### src/rtl/multiword_add_seq_if.sv
// Command/result bundle for the sliced wide adder.
// master: command source + result consumer; slave: the sequencer.
interface multiword_add_seq_if #(
  parameter int W = 8,
  parameter int K = 4
);
  localparam int N = W * K;

  logic         start;
  logic         sub;
  logic [N-1:0] op_a;
  logic [N-1:0] op_b;
  logic         ready;
  logic         busy;
  logic [N-1:0] result;
  logic         carry_out;
  logic         ovf;
  logic         done;

  modport master (
    output start, sub, op_a, op_b,
    input  ready, busy, result, carry_out, ovf, done
  );

  modport slave (
    input  start, sub, op_a, op_b,
    output ready, busy, result, carry_out, ovf, done
  );
endinterface

### src/rtl/multiword_add_seq.sv
// N=W*K add/sub done one W-bit slice per clock, carry chained.
// Ports: clk, rst_n (async low), bus (slave): start/sub/op_a/op_b in; ready/busy/result/carry_out/ovf/done out.
module multiword_add_seq #(
  parameter int W = 8,
  parameter int K = 4
) (
  input  logic               clk,
  input  logic               rst_n,
  multiword_add_seq_if.slave bus
);
  localparam int N  = W * K;
  localparam int IW = (K > 1) ? $clog2(K) : 1;

  typedef enum logic {IDLE, RUN} state_t;

  state_t          state_q, state_d;
  logic [N-1:0]    a_q, a_d;
  logic [N-1:0]    b_q, b_d;
  logic [N-1:0]    s_q, s_d;
  logic            c_q, c_d;
  logic [IW-1:0]   idx_q, idx_d;
  logic [N-1:0]    res_q, res_d;
  logic            co_q, co_d;
  logic            ovf_q, ovf_d;
  logic            done_q, done_d;

  logic [W:0]      sum;
  logic [N-1:0]    s_ins;

  always_ff @(posedge clk or negedge rst_n) begin
    if (!rst_n) begin
      state_q <= IDLE;
      a_q     <= '0;
      b_q     <= '0;
      s_q     <= '0;
      c_q     <= 1'b0;
      idx_q   <= '0;
      res_q   <= '0;
      co_q    <= 1'b0;
      ovf_q   <= 1'b0;
      done_q  <= 1'b0;
    end else begin
      state_q <= state_d;
      a_q     <= a_d;
      b_q     <= b_d;
      s_q     <= s_d;
      c_q     <= c_d;
      idx_q   <= idx_d;
      res_q   <= res_d;
      co_q    <= co_d;
      ovf_q   <= ovf_d;
      done_q  <= done_d;
    end
  end

  always_comb begin
    state_d = state_q;
    a_d     = a_q;
    b_d     = b_q;
    s_d     = s_q;
    c_d     = c_q;
    idx_d   = idx_q;
    res_d   = res_q;
    co_d    = co_q;
    ovf_d   = ovf_q;
    done_d  = 1'b0;

    sum = {1'b0, a_q[W-1:0]}
        + {1'b0, b_q[W-1:0]}
        + {{W{1'b0}}, c_q};

    // new slice enters at the top; after K shifts
    // slice 0 has reached bit 0
    s_ins        = '0;
    s_ins[W-1:0] = sum[W-1:0];
    s_ins        = s_ins << (N - W);

    unique case (state_q)
      IDLE: begin
        if (bus.start) begin
          a_d     = bus.op_a;
          b_d     = bus.op_b ^ {N{bus.sub}};
          c_d     = bus.sub;
          s_d     = '0;
          idx_d   = '0;
          state_d = RUN;
        end
      end
      RUN: begin
        c_d   = sum[W];
        s_d   = (s_q >> W) | s_ins;
        a_d   = a_q >> W;
        b_d   = b_q >> W;
        idx_d = idx_q + IW'(1);
        if (idx_q == IW'(K - 1)) begin
          res_d   = s_d;
          co_d    = sum[W];
          ovf_d   = (a_q[W-1] ~^ b_q[W-1])
                  & (sum[W-1] ^ a_q[W-1]);
          done_d  = 1'b1;
          idx_d   = '0;
          state_d = IDLE;
        end
      end
      default: state_d = IDLE;
    endcase
  end

  assign bus.ready     = (state_q == IDLE);
  assign bus.busy      = (state_q == RUN);
  assign bus.result    = res_q;
  assign bus.carry_out = co_q;
  assign bus.ovf       = ovf_q;
  assign bus.done      = done_q;
endmodule

### src/flat_wrapper.sv
// flat-port wrapper written by rule: the top's interface ports become plain ports
module multiword_add_seq_flat 
#(
  parameter int W = 8,
  parameter int K = 4
)
  (clk, rst_n, bus_start, bus_sub, bus_op_a, bus_op_b, bus_ready, bus_busy, bus_result, bus_carry_out, bus_ovf, bus_done);
  multiword_add_seq_if #(.W(W), .K(K)) bus_i ();
  input  logic clk;
  input  logic rst_n;
  input wire logic [$bits(bus_i.start)-1:0] bus_start;
  input wire logic [$bits(bus_i.sub)-1:0] bus_sub;
  input wire logic [$bits(bus_i.op_a)-1:0] bus_op_a;
  input wire logic [$bits(bus_i.op_b)-1:0] bus_op_b;
  output wire logic [$bits(bus_i.ready)-1:0] bus_ready;
  output wire logic [$bits(bus_i.busy)-1:0] bus_busy;
  output wire logic [$bits(bus_i.result)-1:0] bus_result;
  output wire logic [$bits(bus_i.carry_out)-1:0] bus_carry_out;
  output wire logic [$bits(bus_i.ovf)-1:0] bus_ovf;
  output wire logic [$bits(bus_i.done)-1:0] bus_done;
  assign bus_i.start = bus_start;
  assign bus_i.sub = bus_sub;
  assign bus_i.op_a = bus_op_a;
  assign bus_i.op_b = bus_op_b;
  assign bus_ready = bus_i.ready;
  assign bus_busy = bus_i.busy;
  assign bus_result = bus_i.result;
  assign bus_carry_out = bus_i.carry_out;
  assign bus_ovf = bus_i.ovf;
  assign bus_done = bus_i.done;
  multiword_add_seq #(.W(W), .K(K)) u_core (.clk(clk), .rst_n(rst_n), .bus(bus_i));
endmodule
### config.mk
export PLATFORM = sky130hd
export DESIGN_NAME = multiword_add_seq_flat
export DESIGN_NICKNAME = d
export VERILOG_FILES = /design/src/rtl/multiword_add_seq_if.sv /design/src/rtl/multiword_add_seq.sv /design/src/flat_wrapper.sv
export SDC_FILE = /design/constraint.sdc
export NUM_CORES = 1
export LEC_CHECK = 0
export CAP_MARGIN = 25
export CORE_MARGIN = 4
export CORE_UTILIZATION = 50
export CTS_BUF_LIST = sky130_fd_sc_hd__clkbuf_8
export CTS_CLUSTER_DIAMETER = 100
export CTS_CLUSTER_SIZE = 20
export DETAILED_ROUTE_END_ITERATION = 10
export DONT_BUFFER_PORTS = 1
export RECOVER_POWER = 100
export SYNTH_ARGS = -nofsm -noshare
export SYNTH_HDL_FRONTEND = slang
export SYNTH_SLANG_ARGS = --single-unit
### constraint.sdc
create_clock -name clk -period 2.7 [get_ports clk]
set_input_delay 0.405 -clock clk [delete_from_list [all_inputs] [get_ports clk]]
set_output_delay 0.405 -clock clk [all_outputs]
set_load 0.02 [all_outputs]
==> flow_metrics.env, run 1 <==
export IMPL_synthDominantCellAreaShare=0.544
export IMPL_detail_route_vias_per_cell=5.37
export IMPL_place_port_buffers=0
export IMPL_critical_path_reg2reg_endpoint="u_core.bus.result[31]"
export IMPL_cts_root_buffer="sky130_fd_sc_hd__clkbuf_8"
export IMPL_fin_total_pwr_uw=7140
export IMPL_nets=669
export IMPL_syn_nets=682
export IMPL_vdd_drop_max_v=0.000773
export IMPL_area_delta_synth_final_pct=7.88
export IMPL_timing_setup_critical_path_class="flip-flop to output pin"
export IMPL_regToRegStartpoint="u_core.c_q"
export IMPL_async_flop_share=1.00
export IMPL_io_pins=105
export IMPL_worstPathRequired_ns=2.30
export IMPL_syn_area_um2=5840
export IMPL_combined_area_of_the_multi_input_logic_cells_um2=2450
export IMPL_detail_route_iter0_violations=226
export IMPL_whs_ns=-0.342
export IMPL_finalWirelength_um=12500
export IMPL_postSynthCellCount=604
export IMPL_post_cts_repair_setup_buffers=0
export IMPL_max_clock_skew_ns=0.00731
export IMPL_finalSetupViolCount=0
export IMPL_initial_core_util=0.512
export IMPL_total_leakage_power_uw=0.00297
export IMPL_fin_crit_sh=0.842
export IMPL_antenna_found_initial=0
export IMPL_final_setup_worst_slack_ns=0.427
export IMPL_r2r_worst_path_cells=5
export IMPL_fillers=1062
export IMPL_ff2ff_setup_slack_ns=0.58
export IMPL_highest_fanout_seen_on_the_critical_path=13
export IMPL_worst_hold_path_type="primary input to asynchronous set/reset pin"
export IMPL_hold_viol=127
export IMPL_outcome="complete, but fails checks"
export IMPL_tritoncts_clock_tree="built"
export IMPL_end_kind="output pin"
export IMPL_cellPowerDensity_nw_per_um2=1130
export IMPL_post_cts_resize_count=0
export IMPL_num_antenna_cells=0
export IMPL_placementRows=39
export IMPL_cts_clk_slew_worst_paths_ns=0.07
export IMPL_sequential_cell_area_fraction_in_the_yosys_report=0.544
export IMPL_yosys_warnings=0
export IMPL_place_inst=715
export IMPL_worst_setup_path_start_kind="flip-flop"
export IMPL_detailedPlacementHpwl_um=8390
export IMPL_synth_cell_types=42
export IMPL_global_route_overflow_total=0
export IMPL_detailedRoute_firstPassIterationCount=4
export IMPL_gp_congestion=0.797
export IMPL_grt_setup_unrepaired="false"
export IMPL_regArea_um2=3180
export IMPL_route_antenna_remaining_nets=0
export IMPL_cts_num_sinks=127
export IMPL_core_area_um2=11400
export IMPL_detailroute_via_count=4014
export IMPL_drv_cap=0
export IMPL_max_freq_mhz=440
export IMPL_worstMarginPinSlew_ns=1.25
export IMPL_clk_insertion_delay_late_ns=0.44
export IMPL_pre_cts_ws_ns=0.649
export IMPL_layout_cells_non_filler=747
export IMPL_clock_tree_buffer_depth=2
export IMPL_cp_data_arrival_time_ns=1.87
export IMPL_post_synth_main_area_contributors="sky130_fd_sc_hd__dfrtp_1 (54%), sky130_fd_sc_hd__nand2_1 (10%), sky130_fd_sc_hd__mux2i_1 (5.7%)"
export IMPL_die_width_um=116
export IMPL_grt_first_pass_wirelength_um=20700
export IMPL_maxSlewViolCount=0
export IMPL_setup_tns_final_ns=0
export IMPL_min_period_ns=2.27
export IMPL_post_route_cells_drive_above_1_share=0.0728
export IMPL_synth_area_leader_cell="sky130_fd_sc_hd__dfrtp_1"
export IMPL_die_height_um=116
export IMPL_syn_mean_instance_area_um2=9.67
export IMPL_edff_count_synth=0
export IMPL_detail_route_drc_violations=0
export IMPL_synth_ff_latch_count=127
export IMPL_global_routing_usage_summed_across_all_routing_layers=0.199
export IMPL_vias_in_the_first_global_route=4081
export IMPL_clock_tree_htree_level_count=4
export IMPL_routedWlPerCell_um=16.7
export IMPL_failed_checks="hold timing"
export IMPL_slew_limit_headroom=0.165
export IMPL_grt_start_max_net_pins=128
export IMPL_ys_flop_type="sky130_fd_sc_hd__dfrtp_1"
export IMPL_fp_dieArea_um2=13500
export IMPL_numCtsBuffers=17
[logic make-up after synthesis]
group / count (synthesis) / synth area share
compound gates: 134 / 0.139
xor+xnor: 35 / 0.0525
fa+ha+maj: 10 / 0.0240
buf+inv: 48 / 0.0353
flops: 127 / 0.544
mux: 35 / 0.0604
simple gates: 215 / 0.145
[sequential cells by signal (all words and copies together) (netlist names)]
signal                flops
u_core.a_q               32
u_core.b_q               32
u_core.bus.result        32
u_core.s_q               24
u_core.idx_q              2
u_core.bus.busy           1
u_core.bus.carry_out      1
u_core.bus.done           1
u_core.bus.ovf            1
u_core.c_q                1
[cell type report]
cell class              count  area share
inverters                   8     0.00477
well taps                 143      0.0284
flip-flops and latches    127       0.505
clock buffers              20      0.0437
repair buffers              8     0.00755
multi-input cells         429       0.388
clock inverters            12      0.0224
[cell usage after synthesis (4+ instances only)]
library cell,number
sky130_fd_sc_hd__a211oi_1,8
sky130_fd_sc_hd__a21oi_1,26
sky130_fd_sc_hd__dfrtp_1,127
sky130_fd_sc_hd__buf_2,18
sky130_fd_sc_hd__a22o_1,9
sky130_fd_sc_hd__nor2_1,49
sky130_fd_sc_hd__ha_1,8
sky130_fd_sc_hd__mux2i_1,33
sky130_fd_sc_hd__o21ai_0,63
sky130_fd_sc_hd__inv_1,7
sky130_fd_sc_hd__buf_1,5
sky130_fd_sc_hd__o31ai_1,4
sky130_fd_sc_hd__xnor2_1,33
sky130_fd_sc_hd__clkbuf_1,16
sky130_fd_sc_hd__o21a_1,4
sky130_fd_sc_hd__nand2_1,156
[routing by layer]
layer  vias to the layer above  wire length (um)  global-route usage
met1                      1903              5450               0.248
met3                        15               840              0.0705
met5                         -                 0                   0
li1                       2000                 -                   -
met2                        96              6000               0.317
met4                         0               214              0.0804
[placed cells by master, fill, tap and decap left out, drive strengths merged, types with 2 or more instances in the layout]
| cell type | synthesis | final |
|---|---|---|
| a21oi | 27 | 27 |
| a31oi | 3 | 3 |
| fa | 2 | 2 |
| o2111ai | 2 | 2 |
| nor3 | 2 | 2 |
| a211oi | 9 | 9 |
| o32ai | 2 | 2 |
| a21o | 2 | 2 |
| ha | 8 | 8 |
| bufinv | 0 | 3 |
| inv | 7 | 8 |
| and3 | 3 | 3 |
| o21a | 4 | 4 |
| a22o | 9 | 9 |
| o211ai | 3 | 3 |
| nand2 | 156 | 156 |
| clkbuf | 16 | 24 |
| o21ai | 63 | 63 |
| o22ai | 2 | 2 |
| dfrtp | 127 | 127 |
| clkinv | 1 | 6 |
| clkinvlp | 0 | 3 |
| nor2 | 49 | 49 |
| o31ai | 4 | 4 |
| xnor2 | 33 | 33 |
| mux2i | 33 | 33 |
| buf | 24 | 4 |
| xor2 | 2 | 2 |
| mux2 | 2 | 2 |
[stage by stage]
step / instance area (um2) / utilization
2_1_floorplan: 5840 / -
3_3_place_gp: 5910 / 0.517
3_5_place_dp: 5910 / 0.517
4_1_cts: 6320 / 0.554
5_1_grt: 6300 / 0.552
6_report: 6300 / 0.552
[worst max path at each step]
stage	from	end	slack, ns
2_1_floorplan	u_core.c_q	u_core.s_q[30]	0.79
3_3_place_gp	u_core.c_q	u_core.s_q[30]	0.71
3_5_place_dp	u_core.c_q	u_core.s_q[30]	0.65
4_1_cts	u_core.c_q	u_core.s_q[30]	0.62
5_1_grt	u_core.bus.busy	bus_ready	0.29
6_report	u_core.bus.busy	bus_ready	0.43
[critical path: stages, from the launching register on]
cell and delay [ns]:
sky130_fd_sc_hd__dfrtp_4 0.49, sky130_fd_sc_hd__inv_1 0.29, sky130_fd_sc_hd__clkbuf_1 0.64
[report_power, final]
part           switching (uW)  leakage [uW]  internal, uW  total, uW
registers                 793       0.00166          2660       3450
logic                    1210       0.00109           775       1990
clock network             722      0.000212           974       1700
total                    2730       0.00297          4410       7140
Note: power is estimated with default switching activity, not from simulation.
==> run 2: changes to the inputs <==
clock period = 2.13 ns   (was 2.7 ns; I/O delays follow)
==> flow_metrics.env, run 2 (same netlist as run 1, synthesis figures left out) <==
export IMPL_outcome="complete, but fails checks"
export IMPL_failed_checks="hold timing"
export IMPL_num_antenna_cells=0
export IMPL_cts_root_buffer="sky130_fd_sc_hd__clkbuf_8"
export IMPL_worst_hold_path_type="primary input to asynchronous set/reset pin"
export IMPL_fin_crit_sh=0.938
export IMPL_detail_route_vias_per_cell=5.43
export IMPL_grt_first_pass_wirelength_um=20900
export IMPL_mostFrequentLayoutCell="sky130_fd_sc_hd__nand2_1"
export IMPL_timing_setup_critical_path_class="flip-flop to flip-flop"
export IMPL_io_pins=105
export IMPL_die_height_um=116
export IMPL_total_leakage_power_uw=0.00300
export IMPL_detailedPlacementHpwl_um=8140
export IMPL_finalSetupViolCount=0
export IMPL_layout_cells_non_filler=749
export IMPL_detail_route_drc_violations=0
export IMPL_drv_cap=0
export IMPL_detail_route_iter0_violations=246
export IMPL_detailedRoute_firstPassIterationCount=4
export IMPL_gp_congestion=0.817
export IMPL_global_route_overflow_total=0
export IMPL_finalWirelength_um=12500
export IMPL_clock_tree_buffer_depth=2
export IMPL_route_antenna_remaining_nets=0
export IMPL_tritoncts_clock_tree="built"
export IMPL_maxSlewViolCount=0
export IMPL_global_routing_usage_summed_across_all_routing_layers=0.201
export IMPL_numCtsBuffers=17
export IMPL_vias_in_the_first_global_route=4117
export IMPL_area_delta_synth_final_pct=8.70
export IMPL_fp_dieArea_um2=13500
export IMPL_antenna_found_initial=0
export IMPL_grt_setup_unrepaired="false"
export IMPL_core_area_um2=11400
export IMPL_worst_setup_path_start_kind="flip-flop"
export IMPL_nets=671
export IMPL_placementRows=39
export IMPL_slew_limit_headroom=0.390
export IMPL_initial_core_util=0.512
export IMPL_worstMarginPinSlew_ns=0.912
export IMPL_setup_tns_final_ns=0
export IMPL_final_cell_mix="sky130_fd_sc_hd__nand2_1 (156), sky130_fd_sc_hd__dfrtp_1 (126), sky130_fd_sc_hd__o21ai_0 (63), sky130_fd_sc_hd__nor2_1 (49)"
export IMPL_clock_tree_htree_level_count=4
export IMPL_max_clock_skew_ns=0.00597
export IMPL_hold_viol=127
export IMPL_worstPathRequired_ns=2.47
export IMPL_place_inst=714
export IMPL_grt_start_max_net_pins=128
export IMPL_place_port_buffers=0
export IMPL_die_width_um=116
export IMPL_max_freq_mhz=501
export IMPL_end_kind="flip-flop"
export IMPL_detailroute_via_count=4064
export IMPL_highest_fanout_seen_on_the_critical_path=3
export IMPL_whs_ns=-0.429
export IMPL_routedWlPerCell_um=16.6
export IMPL_min_period_ns=2.00
export IMPL_cp_data_arrival_time_ns=2.34
export IMPL_cts_clk_slew_worst_paths_ns=0.07
export IMPL_cts_num_sinks=127
export IMPL_clk_insertion_delay_late_ns=0.44
export IMPL_post_route_cells_drive_above_1_share=0.0776
export IMPL_cellPowerDensity_nw_per_um2=1440
export IMPL_postCtsHoldBufs=1
export IMPL_vdd_drop_max_v=0.000770
[run 2: cell types whose count changed in the layout (fill, tap and decap cells not counted), sizes merged]
| cell | delta |
|---|---|
| buf | +3 |
| clkinv | -3 |
| clkinvlp | -2 |
| dlygate4sd3 | +1 |
| inv | +3 |
[run 2: per-stage QoR]
stage          area (um2)  setup WS [ns]  hold slack, ns   util  total power [uW]
6_report             6350          0.132          -0.429  0.556              9120
2_1_floorplan        5840          0.220          0.0239      -              6320
3_3_place_gp         5910          0.134          0.0271  0.518              6910
4_1_cts              6340         0.0370          -0.466  0.556              9230
5_1_grt              6350         0.0282          -0.472  0.556              9830
3_5_place_dp         5910         0.0816          0.0273  0.518              7010
[run 2: layout make-up]
cell class                      instances  area, um2
Multi-Input combinational cell        429       2450
Inverter                                8       31.3
Sequential cell                       127       3180
Timing Repair Buffer                   10       85.1
Clock buffer                           22        303
Clock inverter                         10        119
Fill cell                            1056       5070
Tap cell                              143        179
[run 2: layer usage]
metal,GRT usage,part of all wire
met3,0.0783,0.064
met1,0.251,0.44
met5,0,0
met2,0.320,0.48
met4,0.0735,0.017
[run 2: final timing paths]
path	from	endpoint	slack (ns)	cells past startpoint
setup / recovery	u_core.c_q	u_core.s_q[30]	0.13	7
hold / removal	rst_n	u_core.bus.result[11]	-0.43	0
setup reg to reg	u_core.c_q	u_core.s_q[30]	0.13	7
hold reg to reg	u_core.s_q[11]	u_core.bus.result[3]	0.47	2
max in group asynchronous	rst_n	u_core.b_q[3]	2.37	0
min in group clk	bus_op_a[25]	u_core.a_q[25]	0.04	2
[run 2: repair_timing]
item,4_1_cts,5_1_grt
resized for setup,0,2
setup buffers,0,2
setup endpoints to repair,0,7
endpoints found under the hold margin,148,127
[run 2: report_power, final]
| part | leakage (uW) | internal, uW | switching (uW) |
|---|---|---|---|
| combinational | 0.00110 | 1040 | 1480 |
| sequential | 0.00166 | 3370 | 1060 |
| clock | 0.000235 | 1290 | 883 |
[run 2: worst max-delay path, stage by stage, from the launching register on]
cell and delay [ns]:
sky130_fd_sc_hd__dfrtp_1 0.41, sky130_fd_sc_hd__fa_2 0.43, sky130_fd_sc_hd__inv_1 0.08, sky130_fd_sc_hd__fa_1 0.21, sky130_fd_sc_hd__nor2b_1 0.08, sky130_fd_sc_hd__o2111a_1 0.26
sky130_fd_sc_hd__o21a_1 0.19, sky130_fd_sc_hd__o32ai_1 0.24
